**config.mk**
```make
export PLATFORM = sky130hd
export DESIGN_NAME = uart_rx_ctrl
export DESIGN_NICKNAME = d
export VERILOG_FILES = /design/src/rtl/uart_pkg.sv /design/src/rtl/uart_baud_tick.sv /design/src/rtl/uart_rx_ctrl.sv
export SDC_FILE = /design/constraint.sdc
export NUM_CORES = 1
export LEC_CHECK = 0
export CAP_MARGIN = 5
export CORE_MARGIN = 5
export CORE_UTILIZATION = 52
export DETAILED_ROUTE_END_ITERATION = 8
export PLACE_DENSITY = 0.87
export REMOVE_ABC_BUFFERS = 1
export SYNTH_ARGS = -nofsm -noshare
export SYNTH_HDL_FRONTEND = slang
export SYNTH_HIERARCHICAL = 1
export SYNTH_SLANG_ARGS = --single-unit
export TNS_END_PERCENT = 5
```
**constraint.sdc**
```tcl
create_clock -name i_Clk -period 2.5 [get_ports i_Clk]
set_input_delay 0.625 -clock i_Clk [delete_from_list [all_inputs] [get_ports i_Clk]]
set_output_delay 0.625 -clock i_Clk [all_outputs]
set_load 0.02 [all_outputs]
```
**src/rtl/uart_pkg.sv**
```systemverilog
// Shared UART definitions: receiver state encoding, default frame
// geometry and the mid-bit offset helper used by the RX and TX sides.
package uart_pkg;

    typedef enum logic [1:0] {
        ST_IDLE  = 2'd0,
        ST_START = 2'd1,
        ST_DATA  = 2'd2,
        ST_STOP  = 2'd3
    } uart_state_e;

    localparam int unsigned UART_CLKS_PER_BIT = 16;
    localparam int unsigned UART_DATA_BITS    = 8;

    // Offset from a bit edge to its centre, in clock cycles.
    function automatic int unsigned uart_half(input int unsigned clks_per_bit);
        return clks_per_bit / 32'd2;
    endfunction

endpackage

```
**src/rtl/uart_baud_tick.sv**
```systemverilog
// Baud-rate counter. It counts clock cycles and pulses o_tick for one
// cycle when the count reaches the half-bit or the full-bit terminal
// value. The owner clears it on every state entry and on every tick.
module uart_baud_tick
    import uart_pkg::*;
#(
    parameter int unsigned CLKS_PER_BIT = UART_CLKS_PER_BIT
) (
    input  logic i_clk,
    input  logic i_reset_n,
    input  logic i_clear,
    input  logic i_half,
    output logic o_tick
);

    localparam int unsigned CNT_W = $clog2(CLKS_PER_BIT);
    localparam int unsigned HALF  = uart_half(CLKS_PER_BIT);

    logic [CNT_W-1:0] cnt_q;
    logic [CNT_W-1:0] cnt_d;

    // Next count: restart from zero on clear, otherwise advance by one.
    always_comb begin
        cnt_d = cnt_q;
        if (i_clear) begin
            cnt_d = {CNT_W{1'b0}};
        end else begin
            cnt_d = cnt_q + CNT_W'(1);
        end
    end

    // Count register.
    always_ff @(posedge i_clk or negedge i_reset_n) begin
        if (!i_reset_n) begin
            cnt_q <= {CNT_W{1'b0}};
        end else begin
            cnt_q <= cnt_d;
        end
    end

    assign o_tick = i_half ? (cnt_q == CNT_W'(HALF - 1))
                           : (cnt_q == CNT_W'(CLKS_PER_BIT - 1));

endmodule

```
**src/rtl/uart_rx_ctrl.sv**
```systemverilog
// UART receive sequencer. Times start, data and stop bits from the
// falling edge of the synchronized line, samples each bit at mid-bit,
// assembles the frame LSB-first and hands the byte to the consumer
// through a valid/read handshake with framing-error and overrun status.
module uart_rx_ctrl
    import uart_pkg::*;
#(
    parameter int unsigned CLKS_PER_BIT = UART_CLKS_PER_BIT,
    parameter int unsigned DATA_BITS    = UART_DATA_BITS
) (
    input  logic                 i_Clk,
    input  logic                 i_reset_n,
    input  logic                 i_en,
    input  logic                 i_rx_sig,
    input  logic                 i_rx_fe,
    input  logic                 i_rd,
    output logic [DATA_BITS-1:0] o_data,
    output logic                 o_valid,
    output logic                 o_frame_err,
    output logic                 o_overrun,
    output logic                 o_busy
);

    localparam int unsigned IDX_W = $clog2(DATA_BITS);

    uart_state_e          state_q, state_d;
    logic [DATA_BITS-1:0] shift_q, shift_d;
    logic [IDX_W-1:0]     idx_q, idx_d;
    logic [DATA_BITS-1:0] data_q, data_d;
    logic                 valid_q, valid_d;
    logic                 ferr_q, ferr_d;
    logic                 overrun_q, overrun_d;
    logic                 busy_q, busy_d;

    logic                 tick_s;
    logic                 clear_s;
    logic                 good_s;
    logic                 bad_s;

    // The counter runs only while a frame is being timed; it restarts on
    // every state change and after every sample so each interval is
    // measured from a known origin.
    assign clear_s = (state_q == ST_IDLE) || (state_d != state_q) || tick_s;

    uart_baud_tick #(
        .CLKS_PER_BIT (CLKS_PER_BIT)
    ) u_baud_tick (
        .i_clk     (i_Clk),
        .i_reset_n (i_reset_n),
        .i_clear   (clear_s),
        .i_half    (state_q == ST_START),
        .o_tick    (tick_s)
    );

    // Frame sequencing: next state, shift register and bit index.
    always_comb begin
        state_d = state_q;
        shift_d = shift_q;
        idx_d   = idx_q;
        good_s  = 1'b0;
        bad_s   = 1'b0;
        if (!i_en) begin
            state_d = ST_IDLE;
        end else begin
            case (state_q)
                ST_IDLE: begin
                    if (i_rx_fe) begin
                        state_d = ST_START;
                    end else begin
                        state_d = ST_IDLE;
                    end
                end
                ST_START: begin
                    if (tick_s) begin
                        if (!i_rx_sig) begin
                            state_d = ST_DATA;
                            idx_d   = {IDX_W{1'b0}};
                        end else begin
                            // Start bit gone by mid-bit: treat as a glitch.
                            state_d = ST_IDLE;
                        end
                    end else begin
                        state_d = ST_START;
                    end
                end
                ST_DATA: begin
                    if (tick_s) begin
                        shift_d = {i_rx_sig, shift_q[DATA_BITS-1:1]};
                        if (idx_q == IDX_W'(DATA_BITS - 1)) begin
                            state_d = ST_STOP;
                        end else begin
                            idx_d = idx_q + IDX_W'(1);
                        end
                    end else begin
                        state_d = ST_DATA;
                    end
                end
                ST_STOP: begin
                    if (tick_s) begin
                        // Leave mid-stop-bit so a back-to-back start edge is caught.
                        state_d = ST_IDLE;
                        if (i_rx_sig) begin
                            good_s = 1'b1;
                        end else begin
                            bad_s = 1'b1;
                        end
                    end else begin
                        state_d = ST_STOP;
                    end
                end
                default: begin
                    state_d = ST_IDLE;
                end
            endcase
        end
    end

    // Consumer-facing status: byte delivery, handshake and overrun.
    always_comb begin
        data_d    = data_q;
        valid_d   = valid_q;
        overrun_d = overrun_q;
        ferr_d    = bad_s;
        busy_d    = (state_d != ST_IDLE);
        if (good_s) begin
            data_d  = shift_q;
            valid_d = 1'b1;
            if (valid_q && !i_rd) begin
                overrun_d = 1'b1;
            end else if (valid_q && i_rd) begin
                // The old byte was taken in the same cycle: no data lost.
                overrun_d = 1'b0;
            end else begin
                overrun_d = overrun_q;
            end
        end else if (i_rd && valid_q) begin
            valid_d   = 1'b0;
            overrun_d = 1'b0;
        end else begin
            valid_d   = valid_q;
            overrun_d = overrun_q;
        end
    end

    // Sequencer registers.
    always_ff @(posedge i_Clk or negedge i_reset_n) begin
        if (!i_reset_n) begin
            state_q <= ST_IDLE;
            shift_q <= {DATA_BITS{1'b0}};
            idx_q   <= {IDX_W{1'b0}};
        end else begin
            state_q <= state_d;
            shift_q <= shift_d;
            idx_q   <= idx_d;
        end
    end

    // Output registers.
    always_ff @(posedge i_Clk or negedge i_reset_n) begin
        if (!i_reset_n) begin
            data_q    <= {DATA_BITS{1'b0}};
            valid_q   <= 1'b0;
            ferr_q    <= 1'b0;
            overrun_q <= 1'b0;
            busy_q    <= 1'b0;
        end else begin
            data_q    <= data_d;
            valid_q   <= valid_d;
            ferr_q    <= ferr_d;
            overrun_q <= overrun_d;
            busy_q    <= busy_d;
        end
    end

    assign o_data      = data_q;
    assign o_valid     = valid_q;
    assign o_frame_err = ferr_q;
    assign o_overrun   = overrun_q;
    assign o_busy      = busy_q;

endmodule

```
-- Yosys cells after proc, flatten, opt, wreduce, memory -nomap -nowiden
Cells that the tools add are included.
- logic and storage cells: 61
- bits of input ports: 6
- register bits: 29
- RAM bits: 0
- memories: 0
- ROM bits: 0
- bits in latches: 0
- reduce and logical (&&, ||, !) cells: 11
- equal/unequal tests: 11
- bitwise operators: 0
- div/mod/pow operators: 0
- multiplexer cells: 28
- $mul: 0
- add/sub/neg operators: 2
- $lt $le $gt $ge: 0
- shift-type cells: 0
- operators with widths (operator ; count):
    1-bit two-way mux ; 15
    2-bit two-way mux ; 6
    3-bit two-way mux ; 4
    2-bit inequality test, second input constant ; 4
    2-bit one-hot mux with 4 select lines ; 1
    3-bit one-hot mux with 2 select lines ; 1
    6-bit AND reduction ; 1
    2-bit nonzero test ; 3
    4-bit by 1-bit adder with 4-bit output, second input constant ; 1
    2-bit == test, second input constant ; 2
    4-bit by 3-bit == test with 1-bit output, second input constant ; 1
    4-bit == test, second input constant ; 1
    4-bit two-way mux ; 1
    3-bit by 1-bit adder with 3-bit output, second input constant ; 1
    3-bit == test, second input constant ; 1
    3-bit AND reduction ; 1
    2-bit by 1-bit == test with 1-bit output, second input constant ; 1
    1-bit logical AND ; 2
    2-bit logical NOT ; 1
    1-bit logical OR ; 2
    2-bit inequality test ; 1
    1-bit logical NOT ; 1

-- Longest topological paths before layout
- depth in word-level cells: 9
- depth in mapped cells: 8

-- Hierarchy
Netlist, hierarchy kept.
- by module, submodules not included (module ; area an instance (µm²) ; times used ; cells an instance):
    uart_rx_ctrl ; 1092.3 ; 1 ; 78
    uart_baud_tick ; 186.4 ; 1 ; 15

-- Worst setup path after synthesis
OpenSTA, ideal clock, no wires.
- path kind: reg-to-reg
- start: register state_q[1]
- end: register data_q[0], in the netlist o_data[0]
- cell stages (with the launch flop): 9
- setup time: 0.125 ns
- buffers on the path: 2
- clock period less this slack: 1.925 ns
- arrival time: 1.800 ns
- path slack: 0.575 ns
- cell sequence: dfrtp_1 > buf_2 > nor2b_1 > xor2_1 > and3_2 > nand4_1 > or2_1 > buf_6 > mux2_4
- longest elaborated chain between the ends: 5
- elaborated cells between the ends (all ways): 6
- classes of those cells: eq/ne: 2; mux: 4
- RTL lines (item ; line ; RTL):
    from (decl) ; uart_rx_ctrl.sv:26 ; uart_state_e state_q, state_d;
    from (signal assigned) ; uart_rx_ctrl.sv:152 ; state_q <= state_d;
    2-bit by 1-bit == test with 1-bit output ; uart_rx_ctrl.sv:51 ; .i_half (state_q == ST_START),
    1-bit two-way mux ; uart_baud_tick.sv:41 ; assign o_tick = i_half ? (cnt_q == CNT_W'(HALF - 1))
    named net tick_s ; uart_rx_ctrl.sv:35 ; logic tick_s;
    1-bit two-way mux ; uart_rx_ctrl.sv:99 ; if (tick_s) begin
    1-bit two-way mux ; uart_rx_ctrl.sv:65 ; case (state_q)
    1-bit two-way mux ; uart_rx_ctrl.sv:62 ; if (!i_en) begin
    to (signal assigned) ; uart_rx_ctrl.sv:161 ; data_q <= {DATA_BITS{1'b0}};
    to (signal assigned) ; uart_rx_ctrl.sv:167 ; data_q <= data_d;
    to (decl) ; uart_rx_ctrl.sv:29 ; logic [DATA_BITS-1:0] data_q, data_d;
The timed path passes the listed nets, and every way through them passes these cells.
A chain may end at the register's enable or synchronous reset.

-- Final worst setup path
- start: register state_q[0]
- end: register data_q[4], in the netlist o_data[4]
Same word-level chain as after synthesis.

==> impl_metrics.json <==
{
  "leakage_nw": 0.810,
  "insertion_delay_ps": 320,
  "wl_um": 2020,
  "grt-ovfl-total": 0,
  "setup_viol": 0,
  "clk_pin_slew_worst_paths_ps": 90,
  "clock_sinks": 29,
  "synth_ff_type": "dfrtp_1",
  "finalHoldViolCount": 0,
  "timing.max_cap.violations": 0,
  "outcome": "finished, final reports clean",
  "cts_tree": "yes",
  "mostFrequentLayoutCell": "dfrtp_1",
  "cts_made_buffers": 5,
  "clk_path_buf_depth": 2,
  "dp_cells": 138,
  "cts_root_buffer": "clkbuf_4",
  "drtAntennaViolNets": 0,
  "worstPathMaxFanout": 10,
  "cp_num_buf_inv": 0,
  "cts_setup_buffers": 0,
  "yosysSeqAreaShare_pct": 56.8,
  "worst_ir_drop_vdd_mv": 0.563,
  "grt_max_degree": 30,
  "timing.fmax_mhz": 463,
  "area_growth_pct": 20.5,
  "async_reset_ff_share_pct": 100,
  "viasPerCell": 5.36,
  "nets": 124,
  "final_cell_mix": "dfrtp_1 (29), clkdlybuf4s50_1 (17), mux2_2 (9), mux2_4 (9), nor2_1 (7)",
  "worst-slew-pin-transition_ps": 502,
  "max_slew_margin_pct": 66.5,
  "place_hpwl_um": 1480,
  "synth_edf_count": 0,
  "gp_congestion": 0.757,
  "path_delay_family": "simple AND/OR/NAND/NOR gates",
  "cts_hold_buf": 0,
  "end_kind": "flop",
  "crit_path_top_delay_cell": "dfrtp_1",
  "min_period_over_period_pct": 86.4,
  "crit_arrival_ps": 2370,
  "initial_core_util_pct": 53.1,
  "num_rows": 18,
  "vias": 782,
  "grt_pass1_vias": 759,
  "chipWidth_um": 59.6,
  "layout_min_cycle_time_ps": 2160,
  "ys_ff_latch": 29,
  "cts.htree.levels": 2,
  "critPathKind": "reg -> reg",
  "post_cts_resized": 0,
  "avgSynthCellArea_sq_um": 13.7,
  "grt_pass1_wl_um": 3530,
  "start_kind": "flop",
  "required_ps": 2710,
  "coreArea_sq_mm": 0.00241,
  "stdcell_count": 146,
  "drv_slew": 0,
  "chipHeight_um": 59.6,
  "dr.pass1.iters": 3,
  "finClkSkew_ps": 6.44,
  "synth_area_sq_mm": 0.00128,
  "syn_inst": 93,
  "routedWlPerCell_um": 13.8,
  "drive_gt1_share_pct": 26.7,
  "die_area_sq_mm": 0.00355,
  "io_pins": 18,
  "yosys_warnings": 6,
  "crit_chain": "nor2b_1 -> xor2_1 -> and3_2 -> nand4_1 -> or2_1 -> mux2_4",
  "io_buffers": 17,
  "hp-class": "reg -> reg",
  "antenna_found_initial": 0,
  "critPathMaxStageDelay_ps": 500,
  "ys_types": 31,
  "setup_tns_ps": 0,
  "drc": 0,
  "place_area_sq_mm": 0.00147,
  "track_usage_pct": 14.1,
  "drtIter0Drc": 6,
  "p_per_area_mw_per_mm2": 539,
  "diodes": 0,
  "rsz0062_at_grt": "no",
  "stdcell_area_sq_mm": 0.00154
}
## final cells by class
| class | instances | area [sq um] |
|---|---|---|
| multi-input combinational | 57 | 514 |
| clock inverter | 1 | 5.00 |
| tap | 30 | 37.5 |
| timing repair buffer | 18 | 178 |
| inverter | 4 | 15.0 |
| fill | 197 | 870 |
| clock buffer | 7 | 65.1 |
| sequential | 29 | 726 |
## kinds of logic after synthesis
group	Yosys count	share of synthesized area (%)
XOR/XNOR	2	1.37
multiplexers	19	19.3
adder cells (fa/ha/maj)	3	2.94
buffers and inverters	7	3.03
AO/OA/AOI/OAI	7	4.01
flip-flops	29	56.8
AND/OR/NAND/NOR	26	12.6
## metal layers
layer	up-vias	wire length, um	part of all wire [%]	global-route usage, %
met2	19	987	49	22.5
li1	370	-	-	-
met1	389	829	41	15.4
met4	0	46	2.3	7.59
met5	-	0	0	0
met3	4	155	7.7	6.75
## stage by stage
| step | hold slack (ps) | total power, mW | setup slack (ps) | util (%) |
|---|---|---|---|---|
| after floorplan | 329 | 0.497 | 551 | - |
| after global placement | 454 | 0.520 | 267 | 61.0 |
| after detailed placement | 461 | 0.522 | 202 | 61.0 |
| after CTS | 474 | 0.848 | 339 | 63.9 |
| after global routing | 487 | 0.879 | 173 | 63.9 |
| final | 476 | 0.830 | 339 | 63.9 |
## report_power, final
| group | internal, mW | switching [mW] | leakage [nW] |
|---|---|---|---|
| Sequential | 0.472 | 0.00401 | 0.396 |
| Clock | 0.163 | 0.156 | 0.0413 |
| Combinational | 0.0165 | 0.0190 | 0.372 |
## synthesized netlist by cell type (2+ instances only)
library cell  instances  area (sq um)
ha_1                  3          37.5
inv_1                 4          15.0
mux2_4                9           135
nor2b_1               4          25.0
o21ai_0               2          10.0
nand2_1               2          7.51
mux2_2                9           101
and3b_1               2          17.5
nor2_1                7          26.3
nor3b_1               2          15.0
dfrtp_1              29           726
## worst paths after layout
kind | start | endpoint | slack, ps | cells after the start
worst max-delay path | state_q[0] | o_data[4] | 340 | 6
worst min-delay path | u_baud_tick/cnt_q[0] | u_baud_tick/cnt_q[0] | 480 | 1
worst max register to register | state_q[0] | o_data[4] | 340 | 6
worst min register to register | u_baud_tick/cnt_q[0] | u_baud_tick/cnt_q[0] | 480 | 1
max in group asynchronous | i_reset_n | o_data[6] | 1530 | 2
min in group asynchronous | i_reset_n | shift_q[0] | 700 | 2
## state kept, by name, indices dropped and copies added (netlist names), named ones only
| register | flops |
|---|---|
| o_data | 8 |
| u_baud_tick/cnt_q | 4 |
| o_valid | 1 |
| o_frame_err | 1 |
| idx_q | 3 |
| shift_q | 8 |
| o_busy | 1 |
| state_q | 2 |
Note: power is estimated with default switching activity, not from simulation.
